### config.mk
export PLATFORM = sky130hd
export DESIGN_NAME = sdram_port_arbiter_flat
export DESIGN_NICKNAME = d
export VERILOG_FILES = /design/src/rtl/sdram_arb_pkg.sv /design/src/rtl/sdram_port_arbiter_if.sv /design/src/rtl/tag_fifo.sv /design/src/rtl/sdram_port_arbiter.sv /design/src/flat_wrapper.sv
export SDC_FILE = /design/constraint.sdc
export NUM_CORES = 1
export LEC_CHECK = 0
export CELL_PAD_IN_SITES_DETAIL_PLACEMENT = 1
export CELL_PAD_IN_SITES_GLOBAL_PLACEMENT = 1
export CORE_MARGIN = 10
export CORE_UTILIZATION = 20
export CTS_CLUSTER_DIAMETER = 200
export DETAILED_ROUTE_END_ITERATION = 8
export PLACE_DENSITY_LB_ADDON = 0.1
export SLEW_MARGIN = 20
export SYNTH_ARGS = -nofsm -noshare
export SYNTH_HDL_FRONTEND = slang
export SYNTH_SLANG_ARGS = --single-unit
### constraint.sdc
create_clock -name clk -period 3.8 [get_ports clk]
set_input_delay 0.38 -clock clk [delete_from_list [all_inputs] [get_ports clk]]
set_output_delay 0.38 -clock clk [all_outputs]
set_load 0.005 [all_outputs]
### src/rtl/sdram_arb_pkg.sv
// Shared types and constants for the two-requester SDRAM port arbiter.
package sdram_arb_pkg;

    localparam int unsigned AddrW    = 32;
    localparam int unsigned DataW    = 16;
    localparam int unsigned TagDepth = 8;

    localparam logic M0 = 1'b0;
    localparam logic M1 = 1'b1;

    typedef enum logic [1:0] {StIdle, StOwn0, StOwn1} arb_state_e;

    function automatic arb_state_e own_state(input logic id);
        return (id == M1) ? StOwn1 : StOwn0;
    endfunction

endpackage

### src/rtl/sdram_port_arbiter_if.sv
// Avalon-MM style port bundle; master drives commands, slave answers.
interface sdram_port_arbiter_if #(
    parameter int unsigned ADDR_W = 32,
    parameter int unsigned DATA_W = 16
);
    logic [ADDR_W-1:0] address;
    logic              read_n;
    logic              write_n;
    logic [1:0]        byteenable;
    logic [DATA_W-1:0] writedata;
    logic              waitrequest;
    logic [DATA_W-1:0] readdata;
    logic              readdatavalid;

    modport master (
        output address, read_n, write_n, byteenable, writedata,
        input  waitrequest, readdata, readdatavalid
    );

    modport slave (
        input  address, read_n, write_n, byteenable, writedata,
        output waitrequest, readdata, readdatavalid
    );
endinterface

### src/rtl/tag_fifo.sv
// In-order FIFO of 1-bit requester tags for outstanding reads.
module tag_fifo #(
    parameter int unsigned DEPTH = 8
) (
    input  logic clk,
    input  logic reset_n,
    input  logic push,
    input  logic pop,
    input  logic din,
    output logic head,
    output logic full,
    output logic empty
);
    localparam int unsigned PtrW = $clog2(DEPTH);

    logic [DEPTH-1:0] mem_q;
    logic [PtrW-1:0]  wr_q, rd_q;
    logic [PtrW:0]    cnt_q;
    logic             do_push, do_pop;

    assign do_push = push & ~full;
    assign do_pop  = pop & ~empty;

    always_ff @(posedge clk) begin
        if (do_push) mem_q[wr_q] <= din;
    end

    always_ff @(posedge clk) begin
        if (!reset_n) begin
            wr_q  <= '0;
            rd_q  <= '0;
            cnt_q <= '0;
        end else begin
            if (do_push) wr_q <= wr_q + 1'b1;
            if (do_pop)  rd_q <= rd_q + 1'b1;
            case ({do_push, do_pop})
                2'b10:   cnt_q <= cnt_q + 1'b1;
                2'b01:   cnt_q <= cnt_q - 1'b1;
                default: cnt_q <= cnt_q;
            endcase
        end
    end

    assign head  = mem_q[rd_q];
    assign full  = (cnt_q == (PtrW + 1)'(DEPTH));
    assign empty = (cnt_q == '0);
endmodule

### src/rtl/sdram_port_arbiter.sv
// Round-robin arbiter sharing one SDRAM Avalon port between m0 and m1,
// with tagged routing of pipelined read data.
module sdram_port_arbiter
    import sdram_arb_pkg::*;
#(
    parameter int unsigned ADDR_W    = AddrW,
    parameter int unsigned DATA_W    = DataW,
    parameter int unsigned TAG_DEPTH = TagDepth
) (
    input  logic                 clk,
    input  logic                 reset_n,
    sdram_port_arbiter_if.slave  m0,
    sdram_port_arbiter_if.slave  m1,
    sdram_port_arbiter_if.master sdram,
    output logic                 chipselect,
    output logic                 tag_err
);
    arb_state_e state_q, state_d;
    logic       rr_q, rr_d;
    logic       req0, req1, sel, req_self, req_other;
    logic       s_rd, s_wr, cmd, acc, push, pop;
    logic       fifo_head, fifo_full, fifo_empty;
    logic       tag_err_q;

    logic [ADDR_W-1:0] s_addr;
    logic [DATA_W-1:0] s_wdata;
    logic [1:0]        s_be;

    assign req0      = ~m0.read_n | ~m0.write_n;
    assign req1      = ~m1.read_n | ~m1.write_n;
    assign sel       = (state_q == StOwn1);
    assign req_self  = sel ? req1 : req0;
    assign req_other = sel ? req0 : req1;
    assign s_addr    = sel ? m1.address    : m0.address;
    assign s_wdata   = sel ? m1.writedata  : m0.writedata;
    assign s_be      = sel ? m1.byteenable : m0.byteenable;
    assign s_wr      = sel ? ~m1.write_n   : ~m0.write_n;
    // A simultaneous write strobe wins over the read.
    assign s_rd      = (sel ? ~m1.read_n : ~m0.read_n) & ~s_wr;

    always_comb begin
        state_d          = state_q;
        rr_d             = rr_q;
        cmd              = 1'b0;
        acc              = 1'b0;
        push             = 1'b0;
        chipselect       = 1'b0;
        sdram.address    = '0;
        sdram.read_n     = 1'b1;
        sdram.write_n    = 1'b1;
        sdram.byteenable = '0;
        sdram.writedata  = '0;
        m0.waitrequest   = 1'b1;
        m1.waitrequest   = 1'b1;
        unique case (state_q)
            StIdle: begin
                if (req0 && req1) state_d = own_state(rr_q);
                else if (req0)    state_d = StOwn0;
                else if (req1)    state_d = StOwn1;
            end
            StOwn0, StOwn1: begin
                cmd              = s_wr | (s_rd & ~fifo_full);
                acc              = cmd & ~sdram.waitrequest;
                push             = acc & s_rd;
                chipselect       = cmd;
                sdram.address    = s_addr;
                sdram.byteenable = s_be;
                sdram.writedata  = s_wdata;
                sdram.write_n    = ~s_wr;
                sdram.read_n     = ~(s_rd & ~fifo_full);
                if (sel) m1.waitrequest = sdram.waitrequest | (s_rd & fifo_full);
                else     m0.waitrequest = sdram.waitrequest | (s_rd & fifo_full);
                if (acc) begin
                    rr_d = ~sel;
                    if (req_other)     state_d = own_state(~sel);
                    else if (req_self) state_d = own_state(sel);
                    else               state_d = StIdle;
                end else if (!req_self) begin
                    state_d = StIdle;
                end
            end
            default: state_d = StIdle;
        endcase
    end

    always_ff @(posedge clk) begin
        if (!reset_n) begin
            state_q   <= StIdle;
            rr_q      <= M0;
            tag_err_q <= 1'b0;
        end else begin
            state_q <= state_d;
            rr_q    <= rr_d;
            if (sdram.readdatavalid && fifo_empty) tag_err_q <= 1'b1;
        end
    end

    assign pop     = sdram.readdatavalid & ~fifo_empty;
    assign tag_err = tag_err_q;

    tag_fifo #(
        .DEPTH (TAG_DEPTH)
    ) u_tag_fifo (
        .clk     (clk),
        .reset_n (reset_n),
        .push    (push),
        .pop     (pop),
        .din     (sel),
        .head    (fifo_head),
        .full    (fifo_full),
        .empty   (fifo_empty)
    );

    assign m0.readdatavalid = pop & (fifo_head == M0);
    assign m1.readdatavalid = pop & (fifo_head == M1);
    assign m0.readdata      = sdram.readdata;
    assign m1.readdata      = sdram.readdata;
endmodule

### src/flat_wrapper.sv
// flat-port wrapper written by rule: the top's interface ports become plain ports
module sdram_port_arbiter_flat import sdram_arb_pkg::*;
#(
    parameter int unsigned ADDR_W    = AddrW,
    parameter int unsigned DATA_W    = DataW,
    parameter int unsigned TAG_DEPTH = TagDepth
)
  (clk, reset_n, chipselect, tag_err, m0_address, m0_read_n, m0_write_n, m0_byteenable, m0_writedata, m0_waitrequest, m0_readdata, m0_readdatavalid, m1_address, m1_read_n, m1_write_n, m1_byteenable, m1_writedata, m1_waitrequest, m1_readdata, m1_readdatavalid, sdram_address, sdram_read_n, sdram_write_n, sdram_byteenable, sdram_writedata, sdram_waitrequest, sdram_readdata, sdram_readdatavalid);
  sdram_port_arbiter_if #(.ADDR_W(ADDR_W), .DATA_W(DATA_W)) m0_i ();
  sdram_port_arbiter_if #(.ADDR_W(ADDR_W), .DATA_W(DATA_W)) m1_i ();
  sdram_port_arbiter_if #(.ADDR_W(ADDR_W), .DATA_W(DATA_W)) sdram_i ();
  input  logic clk;
  input  logic reset_n;
  output logic chipselect;
  output logic tag_err;
  input wire logic [$bits(m0_i.address)-1:0] m0_address;
  input wire logic [$bits(m0_i.read_n)-1:0] m0_read_n;
  input wire logic [$bits(m0_i.write_n)-1:0] m0_write_n;
  input wire logic [$bits(m0_i.byteenable)-1:0] m0_byteenable;
  input wire logic [$bits(m0_i.writedata)-1:0] m0_writedata;
  output wire logic [$bits(m0_i.waitrequest)-1:0] m0_waitrequest;
  output wire logic [$bits(m0_i.readdata)-1:0] m0_readdata;
  output wire logic [$bits(m0_i.readdatavalid)-1:0] m0_readdatavalid;
  input wire logic [$bits(m1_i.address)-1:0] m1_address;
  input wire logic [$bits(m1_i.read_n)-1:0] m1_read_n;
  input wire logic [$bits(m1_i.write_n)-1:0] m1_write_n;
  input wire logic [$bits(m1_i.byteenable)-1:0] m1_byteenable;
  input wire logic [$bits(m1_i.writedata)-1:0] m1_writedata;
  output wire logic [$bits(m1_i.waitrequest)-1:0] m1_waitrequest;
  output wire logic [$bits(m1_i.readdata)-1:0] m1_readdata;
  output wire logic [$bits(m1_i.readdatavalid)-1:0] m1_readdatavalid;
  output wire logic [$bits(sdram_i.address)-1:0] sdram_address;
  output wire logic [$bits(sdram_i.read_n)-1:0] sdram_read_n;
  output wire logic [$bits(sdram_i.write_n)-1:0] sdram_write_n;
  output wire logic [$bits(sdram_i.byteenable)-1:0] sdram_byteenable;
  output wire logic [$bits(sdram_i.writedata)-1:0] sdram_writedata;
  input wire logic [$bits(sdram_i.waitrequest)-1:0] sdram_waitrequest;
  input wire logic [$bits(sdram_i.readdata)-1:0] sdram_readdata;
  input wire logic [$bits(sdram_i.readdatavalid)-1:0] sdram_readdatavalid;
  assign m0_i.address = m0_address;
  assign m0_i.read_n = m0_read_n;
  assign m0_i.write_n = m0_write_n;
  assign m0_i.byteenable = m0_byteenable;
  assign m0_i.writedata = m0_writedata;
  assign m0_waitrequest = m0_i.waitrequest;
  assign m0_readdata = m0_i.readdata;
  assign m0_readdatavalid = m0_i.readdatavalid;
  assign m1_i.address = m1_address;
  assign m1_i.read_n = m1_read_n;
  assign m1_i.write_n = m1_write_n;
  assign m1_i.byteenable = m1_byteenable;
  assign m1_i.writedata = m1_writedata;
  assign m1_waitrequest = m1_i.waitrequest;
  assign m1_readdata = m1_i.readdata;
  assign m1_readdatavalid = m1_i.readdatavalid;
  assign sdram_address = sdram_i.address;
  assign sdram_read_n = sdram_i.read_n;
  assign sdram_write_n = sdram_i.write_n;
  assign sdram_byteenable = sdram_i.byteenable;
  assign sdram_writedata = sdram_i.writedata;
  assign sdram_i.waitrequest = sdram_waitrequest;
  assign sdram_i.readdata = sdram_readdata;
  assign sdram_i.readdatavalid = sdram_readdatavalid;
  sdram_port_arbiter #(.ADDR_W(ADDR_W), .DATA_W(DATA_W), .TAG_DEPTH(TAG_DEPTH)) u_core (.clk(clk), .reset_n(reset_n), .m0(m0_i), .m1(m1_i), .sdram(sdram_i), .chipselect(chipselect), .tag_err(tag_err));
endmodule
# ---- After elaboration in Yosys (flattened, before gate mapping)
# Index checks and enable logic that the tools add are counted.
dict set report classes {
  n_addsub 4
  order_cmp 3
  n_eq_ne 7
  muxes 35
  n_bitwise 25
  reduce_logical 9
}
# operator n
set ops {}
lappend ops {{$mux W32} 2}
lappend ops {{$mux W16} 2}
lappend ops {{$mux W2} 12}
lappend ops {{$mux W1} 14}
lappend ops {{$not A1 Y1} 11}
lappend ops {{$and A1 B1 Y1} 10}
lappend ops {{$bwmux W8} 1}
lappend ops {{$lt A3 B4 Y1 const B} 2}
lappend ops {{$pmux W4 S2} 1}
lappend ops {{$add A3 B1 Y3 const B} 2}
lappend ops {{$add A4 B1 Y4 const B} 1}
lappend ops {{$eq A2 B1 Y1 const B} 2}
lappend ops {{$eq A2 B2 Y1 const B} 2}
lappend ops {{$eq A4 B4 Y1 const B} 1}
lappend ops {{$logic_not A4 Y1} 1}
lappend ops {{$ne A4 B1 Y1 const B} 1}
lappend ops {{$or A1 B1 Y1} 4}
lappend ops {{$pmux W2 S2} 1}
lappend ops {{$reduce_and A2 Y1} 2}
lappend ops {{$sub A4 B1 Y4 const B} 1}
lappend ops {{$bmux W1 S3} 1}
lappend ops {{$demux W1 S3} 1}
lappend ops {{$ge A3 B1 Y1 const B} 1}
lappend ops {{$logic_and A1 B1 Y1} 3}
lappend ops {{other kinds (4)} 4}
dict set report word_totals {
  ff_bits 22
  inputBits 124
  elab_cells 90
}

# ---- Depth between registers and ports, before layout
# Gate-level depths: netlist of the first run.
dict set report logic_depth {
  ltp_word 12
  mapped_depth 13
}

# ---- Modules after synthesis
# A second synthesis of the first run with hierarchy kept.
dict set report hier_totals {
  cells_unflattened 280
  area_unflattened_um2 2513.7
}
# module n_inst cells_each area_each_um2 seq_area_each_um2
set by_module_without_submodules {}
lappend by_module_without_submodules {sdram_port_arbiter 1 199 1606.5 80.1}
lappend by_module_without_submodules {tag_fifo 1 81 907.1 440.4}

# ---- Worst setup path after synthesis of the first run
# No wires, ideal clock.
dict set report synth_timing {
  path_kind {reg-to-reg}
  from {reg u_core.state_q[0]}
  to {reg u_core.u_tag_fifo.cnt_q[2]}
  setup_ns 0.073
  arrival_ns 2.988
  required_ns 3.727
  slack_ns 0.739
  stages_incl_launch_ff 14
  path_cell_list {dfxtp_1 > inv_1 > ha_1 > buf_2 > or3b_4 > a211oi_4 > inv_2 > ha_1 > xor2_1 > ha_1 > a21oi_1 > xor2_1 > or3_1 > a21oi_1}
}
dict set report synth_via {
  elab_chain_len 12
  word_cells_on_any_way 17
}
# item line
set synth_lines {}
lappend synth_lines {{start: declaration} sdram_port_arbiter.sv:18} ;# arb_state_e state_q, state_d;
lappend synth_lines {{start signal: assignment} sdram_port_arbiter.sv:88} ;# state_q <= StIdle;
lappend synth_lines {{start signal: assignment} sdram_port_arbiter.sv:92} ;# state_q <= state_d;
lappend synth_lines {{$eq A2 B2 Y1 *} sdram_port_arbiter.sv:31} ;# assign sel = (state_q == StOwn1);
lappend synth_lines {{via u_core.sel} sdram_port_arbiter.sv:20} ;# logic req0, req1, sel, req_self, req_other;
lappend synth_lines {{$mux W1} sdram_port_arbiter.sv:37} ;# assign s_wr = sel ? ~m1.write_n : ~m0.write_n;
lappend synth_lines {{$not A1 Y1} sdram_port_arbiter.sv:39} ;# assign s_rd = (sel ? ~m1.read_n : ~m0.read_n) & ~s_wr;
lappend synth_lines {{$and A1 B1 Y1} sdram_port_arbiter.sv:39}
lappend synth_lines {{$and A1 B1 Y1} sdram_port_arbiter.sv:62} ;# cmd = s_wr | (s_rd & ~fifo_full);
lappend synth_lines {{$or A1 B1 Y1} sdram_port_arbiter.sv:62}
lappend synth_lines {{$and A1 B1 Y1} sdram_port_arbiter.sv:63} ;# acc = cmd & ~sdram.waitrequest;
lappend synth_lines {{$and A1 B1 Y1} sdram_port_arbiter.sv:64} ;# push = acc & s_rd;
lappend synth_lines {{$mux W1 *} sdram_port_arbiter.sv:55} ;# unique case (state_q)
lappend synth_lines {{$and A1 B1 Y1 *} tag_fifo.sv:21} ;# assign do_push = push & ~full;
lappend synth_lines {{$eq A2 B1 Y1 / $eq A2 B2 Y1 (equally long branches)} tag_fifo.sv:36} ;# case ({do_push, do_pop})
lappend synth_lines {{$pmux W4 S2 / $reduce_bool A2 Y1 (equally long branches)} --}
lappend synth_lines {{end signal: assignment} tag_fifo.sv:37} ;# 2'b10: cnt_q <= cnt_q + 1'b1;
lappend synth_lines {{end signal: assignment} tag_fifo.sv:38} ;# 2'b01: cnt_q <= cnt_q - 1'b1;
lappend synth_lines {{end signal: assignment} tag_fifo.sv:39} ;# default: cnt_q <= cnt_q;
lappend synth_lines {{end: declaration} tag_fifo.sv:18} ;# logic [PtrW:0] cnt_q;
# The timed path passes the listed nets; every way through them passes the cells marked *.
# A chain may end at the register's enable or synchronous reset.

# ---- Final worst setup path of the first run
# Same ends and word-level chain as after synthesis.

==> results.md, run 1 <==
- The maximum resistive drop on vdd is 0.2660 mV.
- The pre-CTS setup slack is 0.6575 ns.
- The share of synthesized cell area in full adder, half adder and majority cells is 0.04308.
- The number of endpoints failing setup at the final stage is 0.
- The number of slew-limit violations in the final report came to 0.
- The area of all placed cells without fillers is 3986 um2.
- Setup repair after global routing left no endpoint under its margin.
- In this run the standard cell core region covers 11420 um2.
- The netlist area before placement is 2323 um2.
- The number of nets still failing antenna checks after routing is 0.
- The first global-routing pass estimated 16310 um of wire.
- The leakage power summed over all cells is 0.001380 uW.
- The number of different library cells used by synthesis comes to 44.
- The kind of critical path is flip-flop to flip-flop.
- The share of cell area taken by muxes after synthesis is 0.2569.
- The pin count of the biggest net entering global routing is 51.
- Of the total synthesized cell area, the portion taken by AND, OR, NAND and NOR gates is 0.2219.
- The largest fanout on the critical path is 32.
- Across all setup checks in the final design, the least slack found is 0.7241 ns.
- Before antenna repair, the detailed router went through 4 iterations.
- The number of buffers created by CTS is 3.
- The number of cells produced by synthesis is 281.
- CTS built an H-tree with a depth of 1.
- The ratio of routed vias to standard cells is 4.432.
- After detailed placement, the total cell area comes to 3881 um2.
- For the pin with the worst max-slew slack, the measured transition is 0.6378 ns.
- The worst setup path is launched from a flip-flop.
- For this run, the post-layout net count is 538.
- Hold repair after CTS inserted 0 buffers.
- The x dimension of the die is 127.8 um.
- The total number of yosys warnings is 0.
- The final layout contains routed wiring with a total length of 11060 um.
- The worst-skew pair later-pin latency is 0.26 ns.
- Relative to the synthesized area, the layout overhead comes to 71.57%.
- The maximum count of clock buffers along a single path is 2.
- The initial utilization of the core area, before any placement, comes to 0.2035.
- The die span in y is 127.8 um.
- The buffer type at the clock tree root is clkbuf_16.
- The number of enable flip-flop cells after synthesis is 8.
- The portion of the clock cycle consumed by the worst path in the final layout is 0.8095.
- Dividing the detail-routed wire length by the instance count gives 20.18 um.
- STA classifies the critical path endpoint as a flip-flop.
- By area, the combinational part of the netlist is dominated by multiplexers.
- The highest clock frequency the design can meet is 325.1 MHz.
- At the end of routability-driven placement, the weighted congestion stood at 0.7676.
- The die covers 16330 um2.
- Data on the critical path arrives at its endpoint at 3.26 ns.
- When the netlist entered floorplanning its net count stood at 413.
- The share of synthesized flip-flops with an asynchronous set or reset is 0.
- The initial detailed-routing violation count is 78.
- The HPWL after detailed placement is 9576 um.
- In this run the power density over the cells is 556.2 nW/um2.
- The complex-gate fraction of the synthesized area came to 0.08939.
- In this run the tightest slew margin relative to its limit is 0.5748.
- The clock net sink count is 22.
- STA puts the critical path data required time at 3.99 ns.
- The via count of the first global-routing pass was 2661.
- The routed via count is 2429.
- The share of synthesized area occupied by flip-flops and latches is 0.2240.
- Clock-pin slew was measured on the worst setup and hold paths at 0.06 ns.
- Of the cells placed in the final design, the portion with a size suffix greater than 1 is 0.04938.
- TritonCTS built the clock tree.
- The setup clock skew after layout is 0.002002 ns.
- The number of cell rows is 39.
- The number of gates given a new drive strength after cts is 0.
- In this run the count of I/O pins placed on the die edge is 214.
- The number of register bits inferred by synthesis is 22.
- The flow ran to the end, and the final reports show no timing, DRC or antenna violations.
- Adding up every negative setup slack in the final design gives 0 ns.
- The total overflow left after global routing is 0.
- Buffers added to address setup during post-CTS repair amount to 0.
- The final number of hold-violating endpoints came to 0.
- The average instance in the mapped netlist occupies 8.269 um2.
- The xor and xnor area share after synthesis is 0.02262.
- The count of max-cap constraint violations is 0.
- The worst min-delay path class is flip-flop to flip-flop.
- 0 antenna diodes ended up in the layout.
- The minimum period implied by the final worst setup slack is 3.076 ns.
- Buffers placed on the I/O ports in this run total 165.
- After filler insertion, the fill cell instance count of the layout stands at 1370.
- In the global route stage, overall resource usage came out at 0.1286.
- The smallest hold slack is 0.4747 ns.
- After detailed routing, the number of remaining DRC violations is 0.
- The number of antenna violations at the first check in global routing came to 0.
- The dominant synthesized flop cell is dfxtp_1.
## final timing paths
path / from / endpoint / slack [ns] / cells past startpoint
max: u_core.state_q[0] / u_core.u_tag_fifo.cnt_q[2] / 0.72 / 12
min: u_core.tag_err / u_core.tag_err / 0.47 / 2
max reg2reg: u_core.state_q[0] / u_core.u_tag_fifo.cnt_q[2] / 0.72 / 12
min reg2reg: u_core.tag_err / u_core.tag_err / 0.47 / 2
## layout by cell type, fill, tap and decap left out, drive strengths merged, types with 4 or more instances in the layout
cell and instances:
nand2b 5, o21ai 4, edfxtp 8, mux2i 54
nand2 11, dfxtp 14, a21oi 10, nor2 60
a211oi 4, xor2 4, inv 4, nor3b 4
ha 8, clkdlybuf4s50 165
## worst max-delay path, cell delays in order (launching register included)
cell and delay (ns):
dfxtp_1 0.38, inv_1 0.10, ha_4 0.30, or3b_4 0.48
a211oi_4 0.28, inv_2 0.11, ha_1 0.28, xor2_1 0.17
ha_1 0.19, a21oi_1 0.15, xor2_1 0.09, or3_1 0.32
a21oi_1 0.14
## cell type report
type / instances / area (um2) / share of cell area
repair buffers: 168 / 1674 / 0.4200
inverters: 6 / 22.52 / 0.005650
flip-flops and latches: 22 / 520.5 / 0.1306
multi-input cells: 205 / 1485 / 0.3726
well taps: 143 / 178.9 / 0.04488
clock inverters: 1 / 30.03 / 0.007533
clock buffers: 3 / 75.07 / 0.01883
## state kept, by name, indices dropped and copies added, names as in the netlist
name and flops:
u_core.tag_err 1, u_core.state_q 2, u_core.u_tag_fifo.cnt_q 4, u_core.u_tag_fifo.mem_q 8
u_core.u_tag_fifo.wr_q 3, u_core.u_tag_fifo.rd_q 3, u_core.rr_q 1
## per-stage QoR
| stage | utilization | instances | power, uW |
|---|---|---|---|
| global placement | 0.3399 | 544 | 1962 |
| CTS | 0.3491 | 548 | 2277 |
| global route | 0.3491 | 548 | 2394 |
| finish | 0.3491 | 548 | 2217 |
| floorplan | - | 281 | 1069 |
| detailed placement | 0.3399 | 544 | 1963 |
## cells by family (layout without fill, tap and decap cells)
kind of cell,Yosys count,after routing
AO/OA/AOI/OAI,29,29
XOR/XNOR,6,6
adder cells (fa/ha/maj),8,8
buffers and inverters,54,178
flip-flops,22,22
multiplexers,57,57
AND/OR/NAND/NOR,105,105
## Yosys cell counts, drive strengths merged (5+ instances only)
cell / instances / area share
ha: 8 / 0.043
nor2: 60 / 0.097
buf: 40 / 0.12
clkbuf: 8 / 0.013
a21oi: 10 / 0.022
edfxtp: 8 / 0.10
dfxtp: 14 / 0.12
nand2b: 5 / 0.013
mux2i: 54 / 0.23
nand2: 11 / 0.018
## metal layers
| metal | global-route usage | vias up | routed length, um |
|---|---|---|---|
| met4 | 0.03377 | 0 | 172 |
| met1 | 0.1304 | 1116 | 4109 |
| li1 | - | 1190 | - |
| met2 | 0.2126 | 111 | 5173 |
| met3 | 0.08644 | 12 | 1603 |
| met5 | 0 | - | 0 |
## report_power, final
| group | internal (uW) | switching (uW) |
|---|---|---|
| Combinational | 862 | 730 |
| Sequential | 283 | 42.2 |
| Clock | 209 | 90.3 |
| Total | 1350 | 863 |
No activity file was read; power rests on OpenSTA's default activity.
==> run 2, diff against run 1 <==
==> constraint.sdc (replaced) <==
create_clock -name clk -period 3.1 [get_ports clk]
set_input_delay 0.31 -clock clk [delete_from_list [all_inputs] [get_ports clk]]
set_output_delay 0.31 -clock clk [all_outputs]
set_load 0.005 [all_outputs]
==> run 2 against run 1 <==
  * Critical endpoint is now chipselect
  * Hold slack better by 0.016 ns
  * Largest power group unchanged
  * Flip-flop and latch count stayed put
  * Register-to-register slack worse by 0.38 ns
==> results.md, run 2 (synthesis results as in run 1) <==
- In this run the number of H-tree levels came out at 1.
- In this run the power density over the cells is 676.7 nW/um2.
- The library cell used most frequently in the layout, excluding fill and tap cells, is clkdlybuf4s50_1.
- Along the worst path, the maximum fanout reaches 31.
- Setup violations remaining at the end of the flow were counted as 0.
- The critical path startpoint category is a flip-flop.
- The number of antenna violations at the first check in global routing is 2.
- The count of max-cap constraint violations is 0.
- The number of search-and-repair iterations in the first detailed-routing pass is 4.
- On the final layout, the worst hold slack is 0.4910 ns.
- The largest registers in the layout are u_core.u_tag_fifo.mem_q (8), u_core.u_tag_fifo.cnt_q (4).
- For the pin with the worst max-slew slack, the measured transition is 0.5777 ns.
- The initial utilization of the core area, before any placement, comes to 0.2035.
- The per-cell routed wire length is 19.68 um.
- The via count of the first global-routing pass is 2719.
- The worst min-delay path class is flip-flop to flip-flop.
- The die span in y is 127.8 um.
- Walking the worst path, the cells encountered are inv_1 > ha_4 > buf_4 > mux2_2 > or2_2 > nand2_1 > clkdlybuf4s50_1.
- For the worst setup path, the data arrival time is 2.59 ns.
- The number of hold buffers added after cts is 0.
- In this run the standard cell core region covers 11420 um2.
- The register with the most flip-flops in the layout has 8 of them.
- Routability-driven placement finished with a final weighted congestion of 0.7560.
- TritonCTS built the clock tree.
- Across the routed clock network, the largest skew measured is 0.0009274 ns.
- Using the TritonRoute via totals, the vias-per-cell ratio works out to 4.411.
- The flow ran to the end, and the final reports show no timing, DRC or antenna violations.
- The root buffer cell chosen for the clock tree is clkbuf_16.
- The design draws 2717 uW.
- Input and output buffers added on the ports amount to 165.
- Data on the critical path is required at its endpoint by 2.79 ns.
- The residual DRC count is 0.
- For met1 alone, demand over resource in global routing was 0.1275.
- The area of all placed cells without fillers is 4015 um2.
- The die covers 16330 um2.
- The top cell types in the final layout, fill and taps aside, are clkdlybuf4s50_1 (165), nor2_1 (60), mux2i_1 (54).
- The cell depth of the worst hold path is 2.
- The number of nets still failing antenna checks after routing is 0.
- The maximum resistive drop on vdd is 0.3094 mV.
- The path depth of the worst reg2reg path is 12.
- The post-CTS clock slew at the launch and capture registers of the worst setup and hold paths is 0.06 ns.
- The number of buffers created by CTS is 3.
- The initial detailed-routing violation count is 96.
- The final total negative setup slack is 0 ns.
- The slowest stage of the critical path is the clkdlybuf4s50_1 cell.
- The pin count of the biggest net entering global routing is 51.
- The number of slew-limit violations in the final report was 0.
- In the final layout, the share of cells above drive strength 1 is 0.05637.
- After detailed routing, the total wire length is 10860 um.
- The x dimension of the die is 127.8 um.
- The critical path in this run is classified as flip-flop to primary output.
- The area growth from synthesis to layout is 72.81%.
- The worst setup path is captured at a primary output.
- Derived from the worst setup path, the maximum achievable clock frequency is 345.0 MHz.
- On the worst path, the slowest cell contributes a delay of 0.53 ns.
- The sum of overflow across all layers after global routing is 0.
- The later pin in the worst-skew pair is clocked with a latency of 0.26 ns.
- The final number of hold-violating endpoints is 0.
- The post-DP HPWL is 9420 um.
- The global-route wire length before repair is 16240 um.
- Once placement finished, the instance area stood at 3904 um2.
- For this design the top-level I/O count stands at 214.
- Post-CTS repair changed the size of 0 cells.
- For the finished layout, the period the worst path requires is 2.899 ns.
- For met2 alone, demand over resource in global routing was 0.2153.
- Setup repair after global routing left no endpoint under its margin.
- Of the available clock period, the critical path in the final layout requires 0.9351.
- In the global route stage, met3 resource usage came out at 0.08768.
- The routed via count is 2435.
- The net count of the finished layout is 541.
- The clock net sink count is 22.
- The maximum count of clock buffers along a single path is 2.
- The leakage power summed over all cells is 0.001395 uW.
- The worst relative slew slack is 0.6138.
- The most crowded layer after global routing is met2.
- u_core.u_tag_fifo.mem_q holds more flip-flops than any other register.
- The number of cell rows is 39.
- Across every metal layer, demand over resource in global routing totals 0.1269.
- The setup fix buffers added after clock tree synthesis is 0.
## run 2: cell count changes in the layout (fill, tap and decap cells not counted)
cell	delta
buf_4	+2
buf_6	+1
diode_2	+1
## run 2: worst paths after layout
path | slack [ns] | end | from
setup / recovery | 0.20 | chipselect | u_core.state_q[0]
hold / removal | 0.49 | u_core.u_tag_fifo.cnt_q[3] | u_core.u_tag_fifo.cnt_q[3]
setup reg to reg | 0.34 | u_core.u_tag_fifo.cnt_q[2] | u_core.state_q[0]
hold reg to reg | 0.49 | u_core.u_tag_fifo.cnt_q[3] | u_core.u_tag_fifo.cnt_q[3]
## run 2: cell type report
class	instances	area, um2
Multi-Input combinational cell	205	1485
Clock inverter	1	30.03
Fill cell	1370	7403
Tap cell	143	178.9
Inverter	6	22.52
Antenna cell	1	2.502
Clock buffer	3	75.07
Sequential cell	22	520.5
Timing Repair Buffer	171	1700
## run 2: stage by stage
step / utilization / cells / setup slack [ns]
after global placement: 0.3419 / 547 / 0.1666
after detailed placement: 0.3419 / 547 / 0.1193
after CTS: 0.3511 / 551 / 0.003246
after floorplan: - / 281 / 0.03932
final: 0.3516 / 552 / 0.2011
after global routing: 0.3514 / 551 / 0.03967
## run 2: per-layer routing
layer,vias to the layer above,share of wire
li1,1196,-
met1,1123,0.37
met2,106,0.48
met3,8,0.14
met4,2,0.0058
met5,-,0.0012
## run 2: report_power, final
group          internal [uW]  switching (uW)
sequential               346            52.7
clock                    256             106
combinational           1070             889
## run 2: worst max-delay path: cells and delay by family, from the launching register on
family        cells  cell delay, ns
simple gates      2            0.37
mux               1            0.44
fa+ha+maj         1            0.16
buf+inv           3            1.03
flops             1            0.34
==> run 3, diff against run 2 <==
--- a/config.mk
+++ b/config.mk
@@ -5,10 +5,11 @@
 export SDC_FILE = /design/constraint.sdc
 export NUM_CORES = 1
 export LEC_CHECK = 0
+export ABC_AREA = 1
 export CELL_PAD_IN_SITES_DETAIL_PLACEMENT = 1
 export CELL_PAD_IN_SITES_GLOBAL_PLACEMENT = 1
 export CORE_MARGIN = 10
-export CORE_UTILIZATION = 20
+export CORE_UTILIZATION = 18
 export CTS_CLUSTER_DIAMETER = 200
 export DETAILED_ROUTE_END_ITERATION = 8
 export PLACE_DENSITY_LB_ADDON = 0.1
==> run 3 against run 2 <==
  * Sequential power increased by 7.3%
  * Flip-flop and latch count unchanged
  * Non-clock buffer count decreased by 4
  * Register-to-register slack improved by 0.07 ns
  * Wire length decreased by 0.19%
==> results.md, run 3 <==
- The analysis attributes to net switching a power of 1184 uW.
- For this run, the top clock speed supported by timing is 359.5 MHz.
- After synthesis the netlist holds a flip-flop and latch count of 22.
- The share of synthesized flip-flops with an asynchronous set or reset is 0.
- The sequential fraction of design power is 0.142.
- The number of flip-flops in the largest register is 8.
- After routing the design area is 3720 um2.
- Setup violations remaining at the end of the flow were counted as 0.
- For this run, the share of the core covered by cells in the final layout is 0.3402.
- The clock net sink count is 22.
- In this run the worst path has a maximum fanout of 48.
- In the final timing run, aggregate negative setup slack is 0 ns.
- Dividing the detail-routed via count by the number of cells gives 4.353.
- The count of max-cap constraint violations is 0.
- The timing startpoint of the critical path is u_core.state_q[0].
- In the final layout, the share of cells above drive strength 1 is 0.05779.
- Clock tree synthesis inserted a total of 3 buffers.
- In this run the power density over the cells is 811.8 nW/um2.
- The flip-flop and latch area is 520.5 um2.
- The worst setup path is captured at a primary output.
- a22o_1 is the most common cell in the netlist.
- The share of total power dissipated in the clock network is 0.121.
- The worst register-to-register path begins at u_core.state_q[0].
- STA classifies the critical path startpoint as a flip-flop.
- For the finished layout, the period the worst path requires is 2.782 ns.
- The via count of the first global-routing pass is 2569.
- Setup repair after global routing left no endpoint under its margin.
- Summing all placed instances gives a cell area of 3612 um2.
- The cell sitting at the root of the clock tree is a clkbuf_16.
- The die is 126.1 um wide.
- The final number of hold-violating endpoints came to 0.
- The routed via count is 2342.
- The setup clock skew after layout is 0.002982 ns.
- In this run the most critical hold path is launched from u_core.rr_q.
- Synthesis produced a netlist whose cell count is 270.
- 214 I/O pins were placed.
- The net count after synthesis is 402.
- The number of input and output port buffers inserted is 165.
- The register with the most flip-flops is u_core.u_tag_fifo.mem_q.
- The synthesis-to-layout area growth is 83.52%.
- CTS built an H-tree with a depth of 1.
- The maximum resistive drop on vdd is 0.4571 mV.
- The number of nets still failing antenna checks after routing is 0.
- The number of cell rows is 38.
- The number of nets in the finished design is 531.
- The data required time at the worst endpoint is 2.79 ns.
- The measured slew at the worst slew-check pin is 0.4587 ns.
- The worst-skew pair later-pin latency is 0.26 ns.
- In the routed design, unresolved DRC markers number 0.
- The per-cell routed wire length is 20.15 um.
- The worst relative slew slack is 0.6932.
- The average cell area after synthesis is 7.507 um2.
- The post-CTS clock slew at the launch and capture registers of the worst setup and hold paths is 0.06 ns.
- The layout has 1312 filler cells.
- In this run, synthesis inferred 8 flip-flops with an integrated enable.
- The initial utilization of the core area, before any placement, comes to 0.1854.
- The HPWL after detailed placement is 9356 um.
- The commonest non-fill, non-tap cell in the layout is clkdlybuf4s50_1.
- Synthesis instantiated 30 different standard cells from the library.
- Across every metal layer, demand over resource in global routing totals 0.1265.
- The pin count of the biggest net entering global routing is 52.
- The area share of the leading cell type in the synthesized netlist is 0.2160.
- In the finished design, the share of the clock period the worst path needs comes to 0.8974.
- The share of total power dissipated in combinational logic is 0.737.
- a22o_1 takes more of the synthesized area than any other cell.
- The internal power of the cells is 1836 uW.
- In the final layout, the registers with the most flip-flops are u_core.u_tag_fifo.mem_q (8), u_core.u_tag_fifo.cnt_q (4).
- The worst min-delay path class is flip-flop to flip-flop.
- The arrival time at the worst endpoint is 2.47 ns.
- Before antenna repair, the detailed router went through 6 iterations.
- The number of antenna violations at the first check in global routing is 1.
- Routability-driven placement finished with a final weighted congestion of 0.7999.
- The net switching fraction of the power is 0.3921.
- The sum of overflow across all layers after global routing is 0.
- The routed design has 10840 um of wire.
- The multi-input combinational cells in the finished layout cover a total of 1115 um2.
- The flow ran to the end, and the final reports show no timing, DRC or antenna violations.
- The mapped netlist covers 2027 um2.
- The initial detailed-routing violation count is 86.
- Ranked by instance count, the synthesized netlist is headed by a22o_1 (50), nand2_1 (43), buf_4 (32), inv_1 (23), nor2_1 (16).
- The CTS tree is built.
- The area of the core is 10940 um2.
- The total number of yosys warnings is 0.
- Measured along the y axis, the die boundary spans 126.1 um.
- By area the synthesized netlist is led by a22o_1 (22%), dfxtp_1 (14%), buf_4 (12%), edfxtp_1 (12%), nand2_1 (8.0%).
- The global-route wire length before repair is 15840 um.
- The maximum count of clock buffers along a single path is 2.
- Of the synthesized area, sequential elements account for 0.2568.
- The leakage power summed over all cells is 0.001479 uW.
- The die area is 15910 um2.
- The number of slew-limit violations in the final report was 0.
- The worst setup path is of the flip-flop to primary output kind.
- The most used flip-flop cell after synthesis is dfxtp_1.
- In the layout the commonest cells are clkdlybuf4s50_1 (165), a22o_1 (50), nand2_1 (43).
- The count of inserted antenna diode cells is 0.
- After clock tree synthesis, the setup repair step added 0 buffers.
run 3: cell count changes in the layout (fill, tap and decap cells not counted), moves of 9 or more:
cell,change
a22o_1,+50
inv_1,+20
mux2i_1,-54
nand2_1,+32
nor2_1,-44
o21ai_0,+9
run 3: through the flow:
| step | hold slack [ns] | power (uW) | std cells | setup slack, ns |
|---|---|---|---|---|
| 2_1_floorplan | 0.4254 | 1437 | 270 | 0.6570 |
| 3_3_place_gp | 0.4395 | 2701 | 534 | 0.4054 |
| 3_5_place_dp | 0.4466 | 2689 | 534 | 0.2403 |
| 4_1_cts | 0.4567 | 3075 | 538 | 0.2134 |
| 5_1_grt | 0.5029 | 3269 | 538 | 0.1244 |
| 6_report | 0.4541 | 3020 | 538 | 0.3180 |
run 3: layer usage:
layer | GRT usage | vias up | routed length, um
met5 | 0 | - | 7
met4 | 0.02277 | 2 | 63
met3 | 0.04153 | 11 | 760
met2 | 0.2403 | 71 | 5856
met1 | 0.1327 | 1087 | 4152
li1 | - | 1171 | -
run 3: cell type report:
type,instances,share of cell area
multi-input combinational,175,0.2997
clock buffer,3,0.02018
inverter,30,0.03027
sequential,22,0.1399
tap,140,0.04709
timing repair buffer,167,0.4548
clock inverter,1,0.008073
run 3: cells by family (layout without fill, tap and decap cells):
kind of cell               after synthesis  after routing  share of synthesized area
DFF                                     22             22                     0.2568
AOI/OAI and AO/OA                       86             86                     0.3130
adders and majority gates                8              8                    0.04938
and+or+nand+nor                         79             79                     0.1778
xor gates and xnor gates                 2              2                   0.008644
buffers and inverters                   73            201                     0.1944
run 3: final timing paths:
path	end	slack, ns	depth (start not counted)
max	sdram_writedata[9]	0.32	7
min	u_core.rr_q	0.45	2
max reg2reg	u_core.u_tag_fifo.cnt_q[2]	0.41	15
min reg2reg	u_core.rr_q	0.45	2
run 3: repair_timing:
| action | 4_1_cts | 5_1_grt |
|---|---|---|
| hold buffers | 0 | 0 |
| endpoints found under the setup margin | 0 | 2 |
| resized for setup | 0 | 1 |
run 3: worst max-delay path: stages (launching register included):
cell and delay (ns):
dfxtp_1 0.36, inv_1 0.08, ha_1 0.42, nand2_1 0.14
clkinv_1 0.20, buf_12 0.25, a22o_1 0.25, clkdlybuf4s50_1 0.49
run 3: power by group through the flow:
stage               logic, uW  clock network (uW)  registers, uW
floorplan                1020                   0            419
global placement         2270                   0            433
detailed placement       2250                   0            435
CTS                      2270                 376            430
global route             2440                 393            439
finish                   2230                 366            428
